[config.mk]
export PLATFORM = sky130hd
export DESIGN_NAME = ifmux_drr_sched
export DESIGN_NICKNAME = d
export VERILOG_FILES = /design/src/rtl/ifmux_sched_pkg.sv /design/src/rtl/rnd_rb_ppe.sv /design/src/rtl/ifmux_drr_sched.sv
export SDC_FILE = /design/constraint.sdc
export NUM_CORES = 1
export LEC_CHECK = 0
export BUFFER_PORTS_ARGS = -buffer_cell sky130_fd_sc_hd__buf_2
export CELL_PAD_IN_SITES_DETAIL_PLACEMENT = 1
export CELL_PAD_IN_SITES_GLOBAL_PLACEMENT = 1
export CORE_MARGIN = 10
export CORE_UTILIZATION = 40
export DETAILED_ROUTE_END_ITERATION = 16
export MAX_ROUTING_LAYER = met4
export PLACE_DENSITY = 0.78
export SYNTH_ARGS = -nofsm -noshare
export SYNTH_HDL_FRONTEND = slang
export SYNTH_SLANG_ARGS = --single-unit
[constraint.sdc]
create_clock -name clk_sys -period 3.7 [get_ports clk_sys]
set_input_delay 1.11 -clock clk_sys [delete_from_list [all_inputs] [get_ports clk_sys]]
set_output_delay 1.11 -clock clk_sys [all_outputs]
set_load 0.05 [all_outputs]
[src/rtl/ifmux_sched_pkg.sv]
// Shared widths, one-hot state encoding and saturating deficit arithmetic for the DRR interface-mux scheduler.
package ifmux_sched_pkg;

  localparam int NPORT = 4;
  localparam int QW    = 12;
  localparam int DW    = 14;
  localparam int LW    = 12;

  localparam logic signed [DW-1:0] DEF_MAX = {1'b0, {(DW-1){1'b1}}};
  localparam logic signed [DW-1:0] DEF_MIN = {1'b1, {(DW-1){1'b0}}};

  typedef enum logic [5:0] {
    S_IDLE   = 6'b000001,
    S_ARB    = 6'b000010,
    S_REPL   = 6'b000100,
    S_GRANT  = 6'b001000,
    S_BUSY   = 6'b010000,
    S_CHARGE = 6'b100000
  } state_t;

  // Sum is formed one bit wider; a disagreement between the top two bits means the DW-bit range was left.
  function automatic logic signed [DW-1:0] sat_add(input logic signed [DW-1:0] a,
                                                   input logic signed [DW:0]   b);
    logic signed [DW:0] s;
    s = {a[DW-1], a} + b;
    if (!s[DW] && s[DW-1])      return DEF_MAX;
    else if (s[DW] && !s[DW-1]) return DEF_MIN;
    else                        return s[DW-1:0];
  endfunction

endpackage

[src/rtl/rnd_rb_ppe.sv]
// Round-robin priority encoder: one-hot grant of the first requester at or after the one-hot priority position,
// wrapping around. Purely combinational.
module rnd_rb_ppe #(
  parameter int RR_WIDTH = 4
) (
  input  logic [RR_WIDTH-1:0] rr_req,
  input  logic [RR_WIDTH-1:0] rr_priority,
  output logic [RR_WIDTH-1:0] rr_gnt,
  output logic                rr_anygnt
);

  logic [2*RR_WIDTH-1:0] dreq;
  logic [2*RR_WIDTH-1:0] dgnt;

  // Subtracting the priority bit from the doubled request vector clears everything below the first hit.
  assign dreq      = {rr_req, rr_req};
  assign dgnt      = dreq & ~(dreq - {{RR_WIDTH{1'b0}}, rr_priority});
  assign rr_gnt    = dgnt[RR_WIDTH-1:0] | dgnt[2*RR_WIDTH-1:RR_WIDTH];
  assign rr_anygnt = |rr_req;

endmodule

[src/rtl/ifmux_drr_sched.sv]
// Deficit-round-robin grant scheduler for the 4-port rx interface mux (quantum replenish, post-charge by length).
// Define IFMUX_SCHED_PRIO0_EN to give port 0 strict, uncharged priority.
module ifmux_drr_sched #(
  parameter int NPORT    = ifmux_sched_pkg::NPORT,
  parameter int QW       = ifmux_sched_pkg::QW,
  parameter int DW       = ifmux_sched_pkg::DW,
  parameter int LW       = ifmux_sched_pkg::LW,
  parameter int WDOG_CYC = 8192
) (
  input  logic                clk_sys,
  input  logic                rstn_sys,
  input  logic [NPORT-1:0]    req,
  input  logic [NPORT*QW-1:0] cfg_quantum,
  input  logic                gnt_req,
  output logic                gnt_vld,
  output logic [NPORT-1:0]    gnt_vec,
  output logic [1:0]          gnt_bin,
  input  logic                done,
  input  logic [LW-1:0]       done_len,
  output logic                busy,
  output logic                wdog_err
);

  import ifmux_sched_pkg::*;

  localparam int CW = $clog2(WDOG_CYC);
`ifdef IFMUX_SCHED_PRIO0_EN
  localparam bit PRIO0 = 1'b1;
`else
  localparam bit PRIO0 = 1'b0;
`endif

  state_t               state;
  logic signed [DW-1:0] deficit [NPORT];
  logic [1:0]           rr_ptr;
  logic [CW-1:0]        wdog_cnt;
  logic [LW-1:0]        len_q;

  logic [NPORT-1:0]     eligible;
  logic [NPORT-1:0]     rr_pri;
  logic [NPORT-1:0]     pick_vec;
  logic                 pick_any;
  logic [1:0]           pick_bin;
  logic signed [DW:0]   qadd [NPORT];
  logic signed [DW:0]   len_neg;
  logic                 prio_hit;
  logic                 skip_acct;

  always_comb begin
    for (int i = 0; i < NPORT; i++) begin
      eligible[i] = req[i] && (deficit[i] > 0);
      qadd[i]     = $signed({{(DW+1-QW){1'b0}}, cfg_quantum[i*QW +: QW]});
      if (cfg_quantum[i*QW +: QW] == '0) qadd[i] = (DW+1)'(1);
    end
    pick_bin = 2'd0;
    for (int i = 0; i < NPORT; i++) begin
      if (pick_vec[i]) pick_bin = 2'(i);
    end
    rr_pri    = NPORT'(1) << rr_ptr;
    len_neg   = -$signed({{(DW+1-LW){1'b0}}, len_q});
    prio_hit  = PRIO0 && req[0];
    // A priority port-0 grant neither pays for its bytes nor moves the round-robin pointer.
    skip_acct = PRIO0 && (gnt_bin == 2'd0);
  end

  rnd_rb_ppe #(
    .RR_WIDTH (NPORT)
  ) u_ppe (
    .rr_req      (eligible),
    .rr_priority (rr_pri),
    .rr_gnt      (pick_vec),
    .rr_anygnt   (pick_any)
  );

  always_ff @(posedge clk_sys or negedge rstn_sys) begin
    if (!rstn_sys) begin
      state    <= S_IDLE;
      gnt_vld  <= 1'b0;
      gnt_vec  <= '0;
      gnt_bin  <= '0;
      busy     <= 1'b0;
      wdog_err <= 1'b0;
      rr_ptr   <= '0;
      wdog_cnt <= '0;
      len_q    <= '0;
      for (int i = 0; i < NPORT; i++) deficit[i] <= '0;
    end else begin
      gnt_vld <= 1'b0;
      case (state)
        S_IDLE: begin
          if (gnt_req && (req != '0)) state <= S_ARB;
        end
        S_ARB: begin
          if (req == '0) begin
            state <= S_IDLE;
          end else if (prio_hit || pick_any) begin
            gnt_vec <= prio_hit ? NPORT'(1) : pick_vec;
            gnt_bin <= prio_hit ? 2'd0 : pick_bin;
            gnt_vld <= 1'b1;
            busy    <= 1'b1;
            state   <= S_GRANT;
          end else begin
            state <= S_REPL;
          end
        end
        S_REPL: begin
          for (int i = 0; i < NPORT; i++) begin
            if (req[i])              deficit[i] <= sat_add(deficit[i], qadd[i]);
            else if (deficit[i] > 0) deficit[i] <= '0;
          end
          state <= S_ARB;
        end
        S_GRANT: begin
          if (!skip_acct) rr_ptr <= gnt_bin + 2'd1;
          wdog_cnt <= '0;
          state    <= S_BUSY;
        end
        S_BUSY: begin
          if (done) begin
            len_q <= done_len;
            state <= S_CHARGE;
          end else if (wdog_cnt == CW'(WDOG_CYC - 1)) begin
            wdog_err <= 1'b1;
            busy     <= 1'b0;
            state    <= S_IDLE;
          end else begin
            wdog_cnt <= wdog_cnt + CW'(1);
          end
        end
        S_CHARGE: begin
          if (!skip_acct) deficit[gnt_bin] <= sat_add(deficit[gnt_bin], len_neg);
          busy  <= 1'b0;
          state <= S_IDLE;
        end
        default: state <= S_IDLE;
      endcase
    end
  end

endmodule

==> results of run 1 <==
-- cells by family (layout without fill, tap and decap cells) --
logic type	Yosys count	after routing	synth area share
buf+inv	104	316	0.0476
fa+ha+maj	74	74	0.113
mux	17	17	0.0429
compound gates	338	338	0.274
xor+xnor	47	47	0.0480
simple gates	331	331	0.188
flops	98	98	0.286
-- power groups by stage --
stage	Combinational, mW	Clock, mW	Sequential [mW]
after floorplan	3.87	0	1.86
after global placement	6.48	0	1.99
after detailed placement	6.71	0	2.01
after CTS	6.92	0.987	2.00
after global routing	8.25	1.03	2.06
final	7.81	0.981	2.05
-- layout make-up --
cell class | instances | area share
Clock buffer | 9 | 0.0202
Clock inverter | 7 | 0.00685
Inverter | 47 | 0.0158
Multi-Input combinational cell | 807 | 0.549
Sequential cell | 98 | 0.220
Tap cell | 275 | 0.0309
Timing Repair Buffer | 253 | 0.156
-- registers in the layout, indices dropped and copies added (netlist names) --
name,count
gnt_vld,1
busy,1
deficit,56
rr_ptr,2
gnt_vec,4
wdog_cnt,13
state,6
len_q,12
gnt_bin,2
wdog_err,1
-- through the flow --
step                setup slack [ns]  TNS (ns)  instances  hold slack, ns
floorplan                   -0.00207  -0.00207       1009           0.450
finish                        -0.138     -2.16       1496           0.469
global placement              -0.667    -17.92       1467           0.447
CTS                          -0.0125   -0.0125       1484           0.476
global route                  -0.223     -5.79       1496           0.496
detailed placement            -0.684    -21.81       1467           0.447
-- what timing repair did --
action | in CTS | in global routing
setup buffers | 2 | 12
cloned | 0 | 0
endpoints found under the setup margin | 36 | 53
pin swaps | 8 | 30
resized for setup | 20 | 71
-- worst paths after layout --
| kind | startpoint | to | slack [ns] | depth (start not counted) |
|---|---|---|---|---|
| min | wdog_err | wdog_err | 0.47 | 1 |
| min reg2reg | wdog_err | wdog_err | 0.47 | 1 |
| max reg2reg | gnt_bin[0] | deficit[12] | -0.14 | 14 |
| max | gnt_bin[0] | deficit[12] | -0.14 | 14 |
| max in group asynchronous | rstn_sys | deficit[24] | 2.11 | 2 |
| min in group asynchronous | rstn_sys | len_q[5] | 0.80 | 1 |
-- worst register-to-register path, stage by stage, from the launching register on --
cell	delay (ns)
dfrtp_2	0.40
buf_4	0.12
mux4_2	0.55
inv_2	0.12
ha_4	0.15
inv_1	0.06
fa_2	0.36
a211oi_2	0.26
nor2_2	0.08
o31ai_4	0.45
buf_6	0.17
o21ai_0	0.08
a221oi_1	0.48
or2_2	0.31
o32ai_1	0.12
-- placed cells by master, fill, tap and decap left out, types with 12 or more instances in the layout --
cell type and n:
a21o_1 21, a21oi_1 54, buf_2 74, buf_4 174, dfrtp_1 95, ha_1 62
inv_1 45, mux4_2 12, nand2_1 87, nand2b_1 14, nand3_1 17, nor2_1 87
nor3_1 28, nor4_1 13, o21a_1 21, o21ai_0 68, o22a_1 13, o22ai_1 15
xnor2_1 13, xor2_1 31
-- routing by layer --
layer / routed length [microns] / track usage / part of all wire
met2: 16800 / 0.387 / 0.48
met3: 2630 / 0.0409 / 0.075
met5: 0 / - / 0
met4: 1450 / 0.0722 / 0.041
met1: 14100 / 0.279 / 0.40
==> impl_metrics.ini, run 1 <==
[clocking]
cts.path.max_buffers = 2
clkTransAtPathRegs_ns = 0.08
tritoncts = built
cts-root-buf = clkbuf_16
cts_sinks = 98
cts_htree_levels = 3
cts_buffers = 9
clkLatencyLatePin_ns = 0.38
cts_hold_buf = 0

[critical_path]
crit_fanout = 3
critPathKind = reg2reg
slowest_delay_ns = 0.55
cp-start-kind = register
cp-end-kind = register
crit_buf_inv = 4
cp_data_required_time_ns = 3.95
slowest_stage = mux4_2
cp_top_family = compound AO/OA/AOI/OAI gates
path_cells = buf_4, mux4_2, inv_2, ha_4, inv_1, fa_2, a211oi_2, nor2_2, o31ai_4, buf_6, o21ai_0, a221oi_1, or2_2, o32ai_1
arrival_ns = 4.08

[layout]
multi_input_area_sq_um = 6120
fin_nets = 1358
area_growth_pct = 30.0
antenna-diode-count = 0
drive_above_1_share = 0.307
fin_util = 0.530
regArea_sq_um = 2460
post-route-cell-area_sq_um = 11100
fillers = 2479

[outcome]
violations = negative setup slack
status = finished, violations left

[timing]
final-hold-violation-count = 0
rsz0062_at_grt = yes
fin_crit_ns = 3.84
fmax_mhz = 261
fin_crit_sh = 1.04
fin_ws_ns = -0.138
setup_violations = 33
slew_headroom = 0.488
tightest_slew_ns = 0.769
clock-skew-final_ns = 0.0136
maxSlewViolCount = 0

[yosys]
synth_most_common_cell = dfrtp_1
ys.flop_type = dfrtp_1
synth_nets = 1151
netlist_area_sq_um = 8570
netlist_instances = 1009
ys_ff_latch = 98
ys_top_cells_by_count = dfrtp_1, nand2_1, nor2_1
ys_seq_area_frac = 0.286
synthTopCellsByArea = dfrtp_1, ha_1, o21ai_0
synth_top_area_share = 0.283
async_flop_share = 1.00
synth_edf_count = 0
synth_top_cell_by_area = dfrtp_1
ys_types = 82
ys_warn_count = 0
syn_avg_cell_area_sq_um = 8.50

[placed_design]
port-buffer-count = 76
finalWeightedCongestion = 0.964
hpwlAfterDp_mm = 26.2
post_dp_cell_area_sq_um = 10300

[detailed_routing]
first_pass_iters = 5
routedWlPerCell_microns = 23.4
via_count = 9339
drc = 0
finalWirelength_mm = 35.0
drt_iter0_drc = 820
vias_per_cell = 6.24
ant_nets = 0

[global_route]
grt_util_all_layers = 0.232
grt.overflow.total = 0
grt_pass1_vias = 9603
grt_pass1_wl_mm = 51.7
antenna_found_initial = 0
grt_start_max_net_pins = 55

[power]
p_sw_mw = 5.47
comb_power_share = 0.721
power_mw = 10.8
p_int_mw = 5.37
p_sw_frac = 0.504
seqPwrFrac = 0.189
p_leak_nw = 5.19
powerDensity_nw_per_um2 = 972
ir_drop_mv = 0.454
pwr-share-clk = 0.091

[floorplan]
rows = 53
die_area_sq_um = 27700
die_h_microns = 166
core_sq_um = 21000
die_width_microns = 166
floorplan.initialDensity = 0.408
io_pins = 77

[worst_hold_path]
hold_class = reg2reg

[run]
cap_viol_max_count = 0
(Power assumes the default switching activity.)
==> inputs of run 2 (changes only) <==
--- a/config.mk
+++ b/config.mk
@@ -8,11 +8,13 @@
 export BUFFER_PORTS_ARGS = -buffer_cell sky130_fd_sc_hd__buf_2
 export CELL_PAD_IN_SITES_DETAIL_PLACEMENT = 1
 export CELL_PAD_IN_SITES_GLOBAL_PLACEMENT = 1
+export CORE_ASPECT_RATIO = 1.5
 export CORE_MARGIN = 10
 export CORE_UTILIZATION = 40
 export DETAILED_ROUTE_END_ITERATION = 16
 export MAX_ROUTING_LAYER = met4
 export PLACE_DENSITY = 0.78
+export SLEW_MARGIN = 30
 export SYNTH_ARGS = -nofsm -noshare
 export SYNTH_HDL_FRONTEND = slang
 export SYNTH_SLANG_ARGS = --single-unit
==> impl_metrics.ini, run 2 (synthesized netlist as in run 1, its figures left out) <==
[outcome]
status = finished, violations left
violations = negative setup slack

[critical_path]
cp-end-kind = register
arrival_ns = 3.92
critPathKind = in2reg
cp-start-kind = primary input
cp_data_required_time_ns = 3.92
crit_fanout = 7
r2r_cells = 13

[timing]
fmax_mhz = 270
clock-skew-final_ns = 0.0136
final-hold-violation-count = 0
fin_crit_sh = 1.00
fin_ws_ns = -0.00462
setup_violations = 1
tightest_slew_ns = 0.862
slew_headroom = 0.421
fin_crit_ns = 3.70
maxSlewViolCount = 0

[global_route]
grt_util_all_layers = 0.240
top_usage_layer = met2
grtUsageMet3 = 0.0337
grt_start_max_net_pins = 76
grt_pass1_wl_mm = 52.5
antenna_found_initial = 0
grt_pass1_vias = 9722
grtUsageMet1 = 0.243
grt.overflow.total = 0
gr-usage-met2 = 0.437

[floorplan]
io_pins = 77
floorplan.initialDensity = 0.407
core_sq_um = 21100
die_area_sq_um = 27800
die_h_microns = 199
die_width_microns = 140
rows = 65

[power]
p_int_mw = 5.16
seqPwrFrac = 0.199
p_leak_nw = 5.13
ir_drop_mv = 0.395
p_sw_mw = 5.12
pwr-share-clk = 0.097
powerDensity_nw_per_um2 = 938
p_sw_frac = 0.498
comb_power_share = 0.704

[run]
cap_viol_max_count = 0

[clocking]
clkTransAtPathRegs_ns = 0.07
cts_htree_levels = 3
cts_buffers = 9
cts.path.max_buffers = 2
cts_sinks = 98
tritoncts = built
cts-root-buf = clkbuf_16
clkLatencyLatePin_ns = 0.36

[worst_hold_path]
hold_class = reg2reg
whs_path_depth = 1

[placed_design]
pre_cts_slack_ns = -0.451
hpwlAfterDp_mm = 26.7
finalWeightedCongestion = 0.969
post_dp_cell_area_sq_um = 10300
port-buffer-count = 76

[layout]
final_cell_mix = buf_4, dfrtp_1, nand2_1
largest_register_ffs = 56
largest-register = deficit
antenna-diode-count = 0
area_growth_pct = 27.9
drive_above_1_share = 0.287
final_common_cell = buf_4
reg_top3 = deficit: 56 flops, wdog_cnt: 13 flops, len_q: 12 flops
post-route-cell-area_sq_um = 11000
fin_util = 0.520
fin_nets = 1350

[detailed_routing]
drc = 0
via_count = 9291
ant_nets = 0
routedWlPerCell_microns = 23.3
first_pass_iters = 5
vias_per_cell = 6.27
drt_iter0_drc = 567
finalWirelength_mm = 34.5
[run 2: changes by cell type in the layout (fill, tap and decap cells not counted), moves of 3 or more]
cell	previous run	this run
a31oi_2	3	0
buf_4	174	163
ha_1	62	66
inv_8	3	0
nor4_4	4	1
xnor2_1	13	16
xnor2_2	3	0
[run 2: power groups by stage]
| stage | Clock [mW] | Combinational (mW) | Sequential [mW] |
|---|---|---|---|
| floorplan | 0 | 3.87 | 1.86 |
| global placement | 0 | 6.35 | 2.00 |
| detailed placement | 0 | 6.55 | 2.01 |
| CTS | 1.00 | 6.64 | 2.00 |
| global route | 1.04 | 7.74 | 2.05 |
| finish | 0.999 | 7.24 | 2.05 |
[run 2: per-stage QoR]
| step | std cells | TNS [ns] | power, mW | hold slack, ns |
|---|---|---|---|---|
| 5_1_grt | 1481 | -0.773 | 10.8 | 0.501 |
| 3_5_place_dp | 1454 | -14.73 | 8.57 | 0.456 |
| 6_report | 1481 | -0.00462 | 10.3 | 0.469 |
| 4_1_cts | 1470 | 0 | 9.64 | 0.477 |
| 3_3_place_gp | 1454 | -10.64 | 8.36 | 0.446 |
| 2_1_floorplan | 1009 | -0.00207 | 5.73 | 0.450 |
[run 2: layer usage]
layer,part of all wire,vias to the layer above,wire [microns]
li1,-,4170,-
met2,0.53,368,18100
met5,0,-,0
met1,0.35,4594,12200
met4,0.064,0,2200
met3,0.056,159,1940
[run 2: worst max-delay path, cell delays in order]
cell      delay, ns
buf_2          0.12
nor4_4         0.05
a31o_2         0.26
ha_4           0.15
inv_1          0.09
fa_2           0.22
nand2b_4       0.14
a21oi_4        0.06
o41a_1         0.41
a31o_2         0.24
buf_4          0.13
buf_4          0.13
a21oi_1        0.16
nand4_1        0.11
buf_4          0.20
a21oi_1        0.19
o221ai_1       0.14
[run 2: final timing paths]
check                           startpoint  slack [ns]           to
min in group asynchronous         rstn_sys        0.65  wdog_cnt[1]
max                        cfg_quantum[41]      -0.005   deficit[1]
min reg2reg                       wdog_err        0.47     wdog_err
max reg2reg                     deficit[0]        0.09  deficit[42]
min                               wdog_err        0.47     wdog_err
max in group asynchronous         rstn_sys        2.30     state[0]
[run 2: layout make-up]
class / instances / area, sq um
Inverter: 47 / 176
Tap cell: 268 / 335
Timing Repair Buffer: 244 / 1690
Fill cell: 2519 / 10100
Clock inverter: 5 / 61.3
Sequential cell: 98 / 2460
Multi-Input combinational cell: 808 / 5990
Clock buffer: 11 / 243
[run 2: timing repair]
item                                    in CTS  in global routing
pin swaps                                    1                 16
endpoints found under the setup margin      20                 52
cloned                                       0                  1
setup buffers                                0                 10
resized for setup                            6                 56
hold buffers                                 0                  0
==> inputs of run 3 (changes only) <==
--- a/config.mk
+++ b/config.mk
@@ -12,9 +12,11 @@
 export CORE_MARGIN = 10
 export CORE_UTILIZATION = 40
 export DETAILED_ROUTE_END_ITERATION = 16
+export GPL_TIMING_DRIVEN = 0
 export MAX_ROUTING_LAYER = met4
 export PLACE_DENSITY = 0.78
 export SLEW_MARGIN = 30
 export SYNTH_ARGS = -nofsm -noshare
 export SYNTH_HDL_FRONTEND = slang
 export SYNTH_SLANG_ARGS = --single-unit
+export TNS_END_PERCENT = 5
==> impl_metrics.ini, run 3 (synthesized netlist as in run 1, its figures left out) <==
[outcome]
status = finished, violations left
violations = negative setup slack

[clocking]
tritoncts = built
cts.path.max_buffers = 2
cts_htree_levels = 3
cts_buffers = 9
clkLatencyLatePin_ns = 0.36
cts_sinks = 98
cts_hold_buf = 0
clkTransAtPathRegs_ns = 0.07
cts-root-buf = clkbuf_16

[timing]
final-hold-violation-count = 0
fin_ws_ns = -0.0727
fin_crit_sh = 1.02
tightest_slew_ns = 0.988
setup_violations = 5
finalSetupTns_ns = -0.184
slew_headroom = 0.337
clock-skew-final_ns = 0.0120
rsz0062_at_grt = yes
fin_crit_ns = 3.77
maxSlewViolCount = 0
fmax_mhz = 265

[detailed_routing]
drt_iter0_drc = 628
vias_per_cell = 6.29
via_count = 8797
finalWirelength_mm = 32.6
ant_nets = 0
routedWlPerCell_microns = 23.3
drc = 0
first_pass_iters = 5

[power]
powerDensity_nw_per_um2 = 952
p_leak_nw = 4.58
ir_drop_mv = 0.469
power_mw = 9.89

[critical_path]
cp_data_required_time_ns = 3.93
critPathKind = reg2reg
r2r_setup_slack_ns = -0.07
crit_fanout = 7
regToRegStartpoint = gnt_bin[0]
cp-start-kind = register
r2r_cells = 15
rr_endpoint = deficit[50]
arrival_ns = 4.01
cp-end-kind = register

[layout]
fin_util = 0.493
reg_top3 = deficit: 56 flops, wdog_cnt: 13 flops, len_q: 12 flops
final_cell_mix = dfrtp_1, nor2_1, nand2_1
fillers = 2510
antenna-diode-count = 0
area_growth_pct = 21.2
regArea_sq_um = 2460
fin_cells = 1399
largest_register_ffs = 56
largest-register = deficit
multi_input_area_sq_um = 6220
drive_above_1_share = 0.214
fin_nets = 1268
final_common_cell = dfrtp_1

[global_route]
grt_util_all_layers = 0.226
grt_pass1_wl_mm = 49.4
antenna_found_initial = 0
grt_pass1_vias = 9276
grt.overflow.total = 0
grt_start_max_net_pins = 57

[floorplan]
die_width_microns = 140
core_sq_um = 21100
floorplan.initialDensity = 0.407
rows = 65
die_h_microns = 199
io_pins = 77
die_area_sq_um = 27800

[worst_hold_path]
whs_path_depth = 1
hold_class = reg2reg
hold_path_startpoint = wdog_err
whs_endpoint = wdog_err

[placed_design]
finalWeightedCongestion = 0.994
hpwlAfterDp_mm = 24.8
port-buffer-count = 76
pre_cts_slack_ns = -0.886
dp.cells = 1354

[run]
cap_viol_max_count = 0
run 3: how the worst max path moves through the flow:
| stage | startpoint | end | slack [ns] |
|---|---|---|---|
| 6_report | gnt_bin[0] | deficit[50] | -0.07 |
| 5_1_grt | gnt_bin[0] | deficit[53] | -0.19 |
| 4_1_cts | cfg_quantum[37] | deficit[12] | -0.03 |
| 3_5_place_dp | gnt_bin[1] | deficit[43] | -0.89 |
| 3_3_place_gp | gnt_bin[1] | deficit[43] | -0.74 |
| 2_1_floorplan | gnt_bin[0] | deficit[50] | -0.02 |
run 3: area by class of cell:
cell class,instances,area share
buffer,56,0.0248
clock buffer,13,0.0251
clock inverter,3,0.00229
inverter,47,0.0170
multi-input combinational,807,0.599
sequential,98,0.237
tap,268,0.0323
timing repair buffer,107,0.0635
run 3: through the flow:
stage / hold WS (ns) / area [sq um]
after floorplan: 0.450 / 8600
after global placement: 0.449 / 9320
after detailed placement: 0.452 / 9350
after CTS: 0.473 / 10000
after global routing: 0.504 / 10400
final: 0.468 / 10400
run 3: metal layers:
layer	GRT usage	share of wire	up-vias
met5	-	0	-
li1	-	-	4011
met4	0.129	0.058	0
met1	0.234	0.38	4334
met2	0.405	0.52	320
met3	0.0302	0.046	132
run 3: worst max-delay path, stage by stage, from the launching register on:
cell      delay [ns]
dfrtp_2         0.41
buf_8           0.14
mux4_2          0.52
inv_2           0.10
ha_4            0.14
inv_2           0.04
fa_2            0.37
a211oi_2        0.26
nor2_2          0.09
o31ai_4         0.28
buf_6           0.15
o21ai_4         0.10
a211oi_4        0.32
a211oi_2        0.09
a32o_2          0.28
or3_1           0.34
run 3: timing repair:
item | 4_1_cts | 5_1_grt
setup buffers | 14 | 16
hold endpoints to repair | 0 | 0
gates cloned | 0 | 0
pin swaps | 15 | 27
setup endpoints to repair | 55 | 54
gates resized for setup | 52 | 63
run 3: power by group:
part / internal [mW] / switching, mW
Sequential: 1.45 / 0.639
Combinational: 2.81 / 4.05
Clock: 0.496 / 0.442
